<file path="src/rtl/tank_input_pkg.sv">
// Shared definitions for tank_input_ctrl: direction codes, fire FSM states
// and the per-player keymap table.
package tank_input_pkg;

    localparam logic [1:0] DIR_UP    = 2'd0;
    localparam logic [1:0] DIR_DOWN  = 2'd1;
    localparam logic [1:0] DIR_LEFT  = 2'd2;
    localparam logic [1:0] DIR_RIGHT = 2'd3;

    localparam int MAX_PLAYERS = 4;
    localparam int NUM_KEYS    = 5;
    localparam int KEY_FIRE    = 4;

    typedef enum logic [1:0] {
        FIRE_IDLE,
        FIRE_COOL,
        FIRE_HOLD
    } fire_state_t;

    // Column order matches held-bit order: up, down, left, right, fire.
    localparam logic [7:0] KEYMAP [MAX_PLAYERS][NUM_KEYS] = '{
        '{8'h77, 8'h73, 8'h61, 8'h64, 8'h20},  // w s a d space
        '{8'h69, 8'h6B, 8'h6A, 8'h6C, 8'h75},  // i k j l u
        '{8'h38, 8'h35, 8'h34, 8'h36, 8'h30},  // 8 5 4 6 0
        '{8'h74, 8'h67, 8'h66, 8'h68, 8'h72}   // t g f h r
    };

    // Highest-priority held direction: up > down > left > right.
    function automatic logic [1:0] dir_priority(input logic [3:0] held);
        if (held[0])      return DIR_UP;
        else if (held[1]) return DIR_DOWN;
        else if (held[2]) return DIR_LEFT;
        else              return DIR_RIGHT;
    endfunction

endpackage

</file>
<file path="src/rtl/tank_input_player.sv">
// One tank's held keys, current direction and rate-limited fire FSM.
// With KEY_TIMEOUT_EN defined, held bits also expire after TIMEOUT cycles.
module tank_input_player
    import tank_input_pkg::*;
#(
    parameter int COOLDOWN = 25_000_000,
    parameter int REPEAT   = 50_000_000
`ifdef KEY_TIMEOUT_EN
    ,
    parameter int TIMEOUT  = 100_000_000
`endif
) (
    input  logic                clk_100mhz,
    input  logic                RSTN,
    input  logic [NUM_KEYS-1:0] press,
    input  logic [NUM_KEYS-1:0] brk,
    output logic [2:0]          direct,
    output logic                moving,
    output logic                fire
);

    localparam int CW = $clog2(REPEAT);
    localparam logic [CW-1:0] COOL_LAST = CW'(COOLDOWN - 1);
    localparam logic [CW-1:0] REP_LAST  = CW'(REPEAT - 1);

    logic [NUM_KEYS-1:0] held_q, held_d, expire, released;
    logic [3:0]          rel_dir;
    logic [1:0]          dir_q, dir_d;
    fire_state_t         state_q, state_d;
    logic [CW-1:0]       cnt_q, cnt_d;
    logic                fire_q, fire_d;

`ifdef KEY_TIMEOUT_EN
    localparam int TW = $clog2(TIMEOUT);
    localparam logic [TW-1:0] AGE_LAST = TW'(TIMEOUT - 1);

    logic [TW-1:0] age_q [NUM_KEYS];
    logic [TW-1:0] age_d [NUM_KEYS];

    // A key's age restarts on every press or typematic repeat.
    always_comb begin
        for (int k = 0; k < NUM_KEYS; k++) begin
            age_d[k]  = '0;
            expire[k] = 1'b0;
            if (!press[k] && held_q[k] && !brk[k]) begin
                if (age_q[k] == AGE_LAST) expire[k] = 1'b1;
                else                      age_d[k]  = age_q[k] + TW'(1);
            end
        end
    end

    // NOTE: this counter array is small and feeds control decisions, so every
    // entry is reset rather than left to power up undefined.
    always_ff @(posedge clk_100mhz or negedge RSTN) begin
        if (!RSTN) begin
            for (int k = 0; k < NUM_KEYS; k++) age_q[k] <= '0;
        end else begin
            for (int k = 0; k < NUM_KEYS; k++) age_q[k] <= age_d[k];
        end
    end
`else
    assign expire = '0;
`endif

    // NOTE: every output of this block is given a default first, so no path
    // leaves a variable unassigned and no latch is inferred.
    always_comb begin
        held_d   = (held_q & ~brk & ~expire) | press;
        released = held_q & ~held_d;
        rel_dir  = released[3:0];

        dir_d = dir_q;
        if (|press[3:0]) begin
            dir_d = dir_priority(press[3:0]);
        end else if (rel_dir[dir_q] && |held_d[3:0]) begin
            dir_d = dir_priority(held_d[3:0]);
        end

        state_d = state_q;
        cnt_d   = cnt_q;
        fire_d  = 1'b0;
        unique case (state_q)
            FIRE_IDLE: begin
                if (press[KEY_FIRE]) begin
                    fire_d  = 1'b1;
                    cnt_d   = '0;
                    state_d = FIRE_COOL;
                end
            end
            FIRE_COOL: begin
                cnt_d = cnt_q + CW'(1);
                if (cnt_q == COOL_LAST) begin
                    if (held_d[KEY_FIRE]) begin
                        state_d = FIRE_HOLD;
                    end else begin
                        state_d = FIRE_IDLE;
                        cnt_d   = '0;
                    end
                end
            end
            FIRE_HOLD: begin
                if (!held_d[KEY_FIRE]) begin
                    state_d = FIRE_IDLE;
                    cnt_d   = '0;
                end else if (cnt_q == REP_LAST) begin
                    fire_d  = 1'b1;
                    cnt_d   = '0;
                    state_d = FIRE_COOL;
                end else begin
                    cnt_d = cnt_q + CW'(1);
                end
            end
            default: begin
                state_d = FIRE_IDLE;
                cnt_d   = '0;
            end
        endcase
    end

    // NOTE: state registers use non-blocking assignments so every register
    // samples the pre-edge values, independent of statement order.
    always_ff @(posedge clk_100mhz or negedge RSTN) begin
        if (!RSTN) begin
            held_q  <= '0;
            dir_q   <= DIR_UP;
            state_q <= FIRE_IDLE;
            cnt_q   <= '0;
            fire_q  <= 1'b0;
        end else begin
            held_q  <= held_d;
            dir_q   <= dir_d;
            state_q <= state_d;
            cnt_q   <= cnt_d;
            fire_q  <= fire_d;
        end
    end

    assign direct = {1'b0, dir_q};
    assign moving = |held_q[3:0];
    assign fire   = fire_q;

endmodule

</file>
<file path="src/rtl/tank_input_ctrl.sv">
// PS2 key-event decoder driving NUM_PLAYERS tank_input_player instances.
// Optional held-key staleness timeout is enabled by defining KEY_TIMEOUT_EN.
module tank_input_ctrl
    import tank_input_pkg::*;
#(
    parameter int NUM_PLAYERS = 2,
    parameter int COOLDOWN    = 25_000_000,
    parameter int REPEAT      = 50_000_000,
    parameter int TIMEOUT     = 100_000_000
) (
    input  logic                     clk_100mhz,
    input  logic                     RSTN,
    input  logic                     key_valid,
    input  logic [7:0]               key_code,
    input  logic                     key_break,
    output logic [3*NUM_PLAYERS-1:0] direct,
    output logic [NUM_PLAYERS-1:0]   moving,
    output logic [NUM_PLAYERS-1:0]   fire
);

    if (NUM_PLAYERS < 1 || NUM_PLAYERS > MAX_PLAYERS || COOLDOWN < 1 ||
        REPEAT < 2 || REPEAT < COOLDOWN || TIMEOUT < 2) begin : g_bad_cfg
        $error("tank_input_ctrl: unsupported parameter combination");
    end

    logic [NUM_KEYS-1:0] press [NUM_PLAYERS];
    logic [NUM_KEYS-1:0] brk   [NUM_PLAYERS];

    // A code claimed by a lower-indexed player is hidden from higher ones.
    always_comb begin : decode
        logic                taken;
        logic [NUM_KEYS-1:0] hit;
        taken = 1'b0;
        for (int p = 0; p < NUM_PLAYERS; p++) begin
            hit = '0;
            for (int k = 0; k < NUM_KEYS; k++) begin
                hit[k] = (key_code == KEYMAP[p][k]);
            end
            if (!key_valid || taken) hit = '0;
            press[p] = key_break ? '0 : hit;
            brk[p]   = key_break ? hit : '0;
            taken    = taken | (|hit);
        end
    end

    for (genvar p = 0; p < NUM_PLAYERS; p++) begin : g_player
        tank_input_player #(
            .COOLDOWN (COOLDOWN),
            .REPEAT   (REPEAT)
`ifdef KEY_TIMEOUT_EN
            ,
            .TIMEOUT  (TIMEOUT)
`endif
        ) u_player (
            .clk_100mhz (clk_100mhz),
            .RSTN       (RSTN),
            .press      (press[p]),
            .brk        (brk[p]),
            .direct     (direct[3*p +: 3]),
            .moving     (moving[p]),
            .fire       (fire[p])
        );
    end

endmodule

</file>
<file path="config.mk">
export PLATFORM = sky130hd
export DESIGN_NAME = tank_input_ctrl
export DESIGN_NICKNAME = d
export VERILOG_FILES = /design/src/rtl/tank_input_pkg.sv /design/src/rtl/tank_input_player.sv /design/src/rtl/tank_input_ctrl.sv
export SDC_FILE = /design/constraint.sdc
export NUM_CORES = 1
export LEC_CHECK = 0
export ABC_CLOCK_PERIOD_IN_PS = 2150
export CORE_MARGIN = 1
export CORE_UTILIZATION = 45
export CTS_BUF_LIST = sky130_fd_sc_hd__clkbuf_2 sky130_fd_sc_hd__clkbuf_4 sky130_fd_sc_hd__clkbuf_8
export DETAILED_ROUTE_END_ITERATION = 10
export PLACE_DENSITY_LB_ADDON = 0.25
export SYNTH_ARGS = -nofsm -noshare
export SYNTH_HDL_FRONTEND = slang
export SYNTH_SLANG_ARGS = --single-unit
</file>
<file path="constraint.sdc">
create_clock -name clk_100mhz -period 2.15 [get_ports clk_100mhz]
set_input_delay 0.43 -clock clk_100mhz [delete_from_list [all_inputs] [get_ports clk_100mhz]]
set_output_delay 0.43 -clock clk_100mhz [all_outputs]
set_load 0.05 [all_outputs]
</file>
==> results of run 1 <==
==> report_power, final <==
part / switching, mW / internal, mW / leakage (nW) / total, mW
Clock: 0.571 / 0.562 / 0.0985 / 1.13
Sequential: 0.0439 / 1.39 / 0.969 / 1.44
Combinational: 0.853 / 0.604 / 1.92 / 1.46
Total: 1.47 / 2.56 / 2.99 / 4.03
==> registers in the layout, summed over array words and instances, names as in the netlist <==
register / count
g_player.u_player.cnt_q: 52
g_player.u_player.dir_q: 4
g_player.u_player.fire: 2
g_player.u_player.held_q: 10
g_player.u_player.state_q: 4
==> cell type report <==
cell class	instances	area share, %
repair buffers	161	18.4
multi-input cells	439	50.3
well taps	136	2.39
clock inverters	5	0.789
clock buffers	10	1.93
flip-flops and latches	72	25.3
inverters	16	0.842
==> cell usage in the layout, fill, tap and decap left out, types with 13 or more instances in the layout <==
master   synthesis  layout
nor2_1          38      27
a21oi_1         28      25
buf_4            6     130
and3_1          21      19
nand2_1         49      46
dfrtp_1         72      68
nor3_1          21      13
inv_1           16      16
nand3_1         29      27
o21ai_0         19      18
==> layer usage <==
metal / wire, um / global-route usage, %
met3: 865 / 4.05
met4: 337 / 11.4
met5: 0 / 0
met2: 7350 / 42.5
met1: 6730 / 35.3
==> what timing repair did <==
action                                  4_1_cts  5_1_grt
buffers inserted                             10       12
gates cloned                                  0        3
resized for setup                            53       95
pin swaps                                    34       42
endpoints found under the setup margin       61       60
==> cell usage after synthesis, drive strengths merged, types with 5 or more instances <==
cell and instances:
nand2 49, nor4 20, mux2 5, nor3 23, xnor2 7, o211ai 11
nor3b 5, ha 10, dfrtp 72, mux2i 11, a21oi 28, nand3b 7
buf 12, o31ai 9, o21a 5, nand3 29, nand4 12, and2 6
clkbuf 18, a21o 7, nor2 41, or2 5, o311ai 7, inv 16
nand4b 7, a31oi 9, and3 21, o21ai 28, nand2b 7, or4 8
==> stage by stage <==
| stage | setup TNS (ns) | power, mW | instances |
|---|---|---|---|
| after detailed placement | -43.68 | 2.60 | 802 |
| after global routing | -4.04 | 4.18 | 839 |
| after floorplan | -5.95 | 2.10 | 557 |
| after global placement | -41.45 | 2.56 | 802 |
| final | -1.11 | 4.03 | 839 |
| after CTS | -0.0954 | 3.74 | 826 |
==> final timing paths <==
path	endpoint	startpoint	slack [ns]
worst max-delay path	g_player[0].u_player.cnt_q[9]	key_code[2]	-0.07
worst min-delay path	g_player[1].u_player.fire	RSTN	0.007
worst max register to register	g_player[0].u_player.cnt_q[9]	g_player[0].u_player.cnt_q[9]	-0.02
worst min register to register	g_player[1].u_player.held_q[3]	g_player[1].u_player.held_q[3]	0.56
max in group asynchronous	g_player[0].u_player.held_q[2]	RSTN	1.55
min in group clk_100mhz	g_player[0].u_player.fire	key_code[6]	0.49
==> cell families after synthesis <==
family / after synthesis / synth area share (%)
adders and majority gates: 10 / 2.55
and+or+nand+nor: 262 / 30.8
xor gates and xnor gates: 11 / 1.97
buffers and inverters: 46 / 4.24
other: 1 / 0.0765
muxes: 16 / 3.39
DFF: 72 / 36.8
AOI/OAI and AO/OA: 138 / 20.3
==> flow_metrics.tcl, run 1 <==
set metrics [dict create \
    outcome "finished, violations left" \
    violations "negative setup slack" \
    grt_usage_pct 26.5 \
    gp_congestion 0.925 \
    drv_slew 0 \
    diodes 0 \
    ys_async_sr_fraction_pct 100 \
    fillers 790 \
    synthFlopType "dfrtp_1" \
    finalSetupViolations 27 \
    wire_per_inst_um 18.2 \
    synth_cell_types 80 \
    power_density_mw_per_mm2 565 \
    reg2regPathDepth 6 \
    ys_ff_latch 72 \
    crit_chain "buf_6 -> or4b_4 -> o31a_1 -> or2_4 -> o21a_4 -> o21ai_4 -> o311ai_1" \
    setup_slack_ns -0.0743 \
    path_clk_slew_ns 0.09 \
    grt_max_degree 39 \
    drt_iter0_drc 371 \
    fmax_mhz 450 \
    ctsHoldBuffers 0 \
    peakVddDrop_mv 0.445 \
    cts_tree "done" \
    ios 22 \
    p_leak_nw 2.99 \
    hp-class "in2async" \
    grt_pass1_vias 4879 \
    overflow 0 \
    viasPerCell 6.08 \
    areaGrowthSynthToFinish_pct 45.5 \
    end_kind "register" \
    clockRootBuffer "clkbuf_8" \
    floorplan.initialDensity_pct 46.9 \
    clock_skew_ns 0.00854 \
    grt_pass1_wl_um 23700 \
    netlist_instances 556 \
    chipWidth_um 106 \
    fin_area_mm2 0.00713 \
    rsz0062_at_grt "yes" \
    cp_slowest_cell "or4b_4" \
    slew_headroom_pct 66.2 \
    post-dp-hpwl_um 10100 \
    fin_crit_ns 2.22 \
    drive_above_1_share_pct 39.3 \
    synth_area_leaders "dfrtp_1 (37%), nand2_1 (3.8%), nand3_1 (3.0%), nor2_1 (2.9%), a21oi_1 (2.9%)" \
    path_buf_inv 1 \
    drtPass1Iterations 5 \
    postPlaceCellArea_mm2 0.00618 \
    clock-sinks 72 \
    port_buffers 19 \
    dieArea_mm2 0.0113 \
    hold_viol_final 0 \
    final_nets 721 \
    crit_arrival_ns 2.47 \
    yosysSeqAreaShare_pct 36.8 \
    wl_um 15300 \
    synth_top_cell_by_area "dfrtp_1" \
    antenna_left 0 \
    cts.path.max_buffers 2 \
    fin_util_pct 68.2 \
    crit_path_max_fanout 7 \
    synth_edf_count 0 \
    slowest_delay_ns 0.56 \
    grt_antenna_before_repair 0 \
    core-area_mm2 0.0105 \
    cp-start-kind "input pin" \
    synth_area_mm2 0.00490 \
    seq_area_mm2 0.00181 \
    cts_buffers 9 \
    num_vias 5103 \
    finalCritPeriodShare_pct 103 \
    ctsHtreeMaxLevel 3 \
    num_rows 37 \
    whs_ns 0.00709 \
    die_h_um 106 \
    route.detailed.drc 0 \
    worst_path_dominant_cell_family "compound AO/OA/AOI/OAI gates" \
    path_depth 7 \
    tightest_slew_ns 0.506 \
    drv_cap 0 \
    yosysWarnings 0 \
    avgSynthCellArea_um2 8.82 \
    crit_type "in2reg" \
    pre_cts_ws_ns -0.787 \
    synth_top_area_share_pct 36.8 \
    multi_input_area_mm2 0.00359 \
    clk_latency_ns 0.37 \
    required_ns 2.39 \
]
Note: power is estimated with default switching activity, not from simulation.
==> run 2: changes to the inputs <==
ABC_CLOCK_PERIOD_IN_PS = 2750   (was 2150)
clock period = 2.75 ns   (was 2.15 ns; I/O delays follow)
==> flow_metrics.tcl, run 2 (same netlist as run 1, synthesis figures left out) <==
set metrics [dict create \
    finalSetupViolations 0 \
    cts.path.max_buffers 2 \
    hp-class "in2async" \
    wl_um 12500 \
    clock-sinks 72 \
    required_ns 3.02 \
    ctsHoldBuffers 0 \
    grt_max_degree 73 \
    core-area_mm2 0.0105 \
    post-dp-hpwl_um 9170 \
    areaGrowthSynthToFinish_pct 21.0 \
    peakVddDrop_mv 0.492 \
    diodes 0 \
    slew_headroom_pct 37.9 \
    viasPerCell 6.02 \
    seq_area_mm2 0.00180 \
    final_common_cell "buf_4" \
    crit_path_max_fanout 6 \
    cp-start-kind "input pin" \
    use_met3_pct 4.54 \
    outcome "finished clean" \
    wire_per_inst_um 16.2 \
    dp_cells 756 \
    grt_antenna_before_repair 0 \
    ctsHtreeMaxLevel 3 \
    finalCritPeriodShare_pct 97.2 \
    finalPower_mw 2.85 \
    clock_skew_ns 0.00936 \
    tightest_slew_ns 0.932 \
    fmax_mhz 374 \
    gp_congestion 0.928 \
    clk_latency_ns 0.36 \
    p_leak_nw 2.46 \
    multi_input_area_mm2 0.00293 \
    floorplan.initialDensity_pct 46.9 \
    grt_usage_pct 23.6 \
    grt.busiest_layer "met2" \
    fin_area_mm2 0.00593 \
    cts_tree "done" \
    largest_reg_flops 52 \
    fin_crit_ns 2.67 \
    top_register "g_player.u_player.cnt_q" \
    use_met1_pct 33.2 \
    met2_usage_pct 36.4 \
    drive_above_1_share_pct 18.9 \
    dieArea_mm2 0.0113 \
    layout_common_cells "buf_4 (74), dfrtp_1 (72), nand2_1 (49)" \
    overflow 0 \
    fin_util_pct 56.7 \
    layout.cells.non_filler 772 \
    antenna_left 0 \
    postPlaceCellArea_mm2 0.00569 \
    port_buffers 19 \
    num_rows 37 \
    power_density_mw_per_mm2 481 \
    drv_cap 0 \
    crit_type "in2reg" \
    route.detailed.drc 0 \
    hold_viol_final 0 \
    ios 22 \
    end_kind "register" \
    cts_buffers 9 \
    clockRootBuffer "clkbuf_8" \
    grt_pass1_wl_um 21400 \
    reg_top3 "g_player.u_player.cnt_q x52, g_player.u_player.held_q x10" \
    die_h_um 106 \
    grt_pass1_vias 4399 \
    final_nets 653 \
    drtPass1Iterations 5 \
    reg2reg_slack_ns 0.38 \
    path_clk_slew_ns 0.08 \
    num_vias 4650 \
    drt_iter0_drc 417 \
    drv_slew 0 \
    fillers 921 \
    crit_arrival_ns 2.94 \
    chipWidth_um 106 \
]
==> run 2: worst paths after layout <==
kind                                                from                             end  depth (start not counted)
max                                          key_code[2]   g_player[0].u_player.dir_q[1]                          8
min                                                 RSTN  g_player[1].u_player.cnt_q[15]                          1
max reg2reg                g_player[0].u_player.cnt_q[0]   g_player[0].u_player.cnt_q[8]                          7
min reg2reg                g_player[0].u_player.cnt_q[0]   g_player[0].u_player.cnt_q[0]                          1
max in group asynchronous                           RSTN  g_player[0].u_player.held_q[4]                          1
min in group clk_100mhz    g_player[0].u_player.cnt_q[0]   g_player[0].u_player.cnt_q[0]                          1
==> run 2: per-layer routing <==
| layer | wire [um] | up-vias |
|---|---|---|
| met2 | 5670 | 131 |
| met1 | 6080 | 2238 |
| li1 | - | 2268 |
| met4 | 131 | 0 |
| met5 | 0 | - |
| met3 | 666 | 13 |
==> run 2: what timing repair did <==
action,4_1_cts,5_1_grt
endpoints found under the setup margin,0,20
gates resized for setup,0,6
setup buffers,0,0
==> run 2: per-stage QoR <==
| step | hold WS, ns | setup TNS (ns) | setup WS, ns |
|---|---|---|---|
| after floorplan | 0.254 | 0 | 0.133 |
| after global placement | 0.502 | -9.90 | -0.302 |
| after detailed placement | 0.509 | -11.84 | -0.366 |
| after CTS | 0.348 | 0 | 0.0647 |
| after global routing | 0.401 | -0.0453 | -0.0336 |
| final | 0.319 | 0 | 0.0772 |
==> run 2: area by class of cell <==
type	count	share of cell area [%]
repair buffers	93	12.7
multi-input cells	439	49.4
inverters	16	1.01
flip-flops and latches	72	30.4
clock inverters	2	0.633
well taps	136	2.87
clock buffers	14	2.93
==> run 2: critical path, stage by stage <==
cell             delay (ns)
clkdlybuf4s50_1        0.48
buf_4                  0.16
or3b_1                 0.37
or4_1                  0.45
mux2i_1                0.30
a32oi_2                0.20
mux2i_1                0.16
a211oi_1               0.26
==> run 2: where the power goes <==
group / total, mW / internal [mW] / switching (mW)
clock: 0.899 / 0.500 / 0.399
combinational: 0.823 / 0.320 / 0.502
sequential: 1.13 / 1.09 / 0.0388
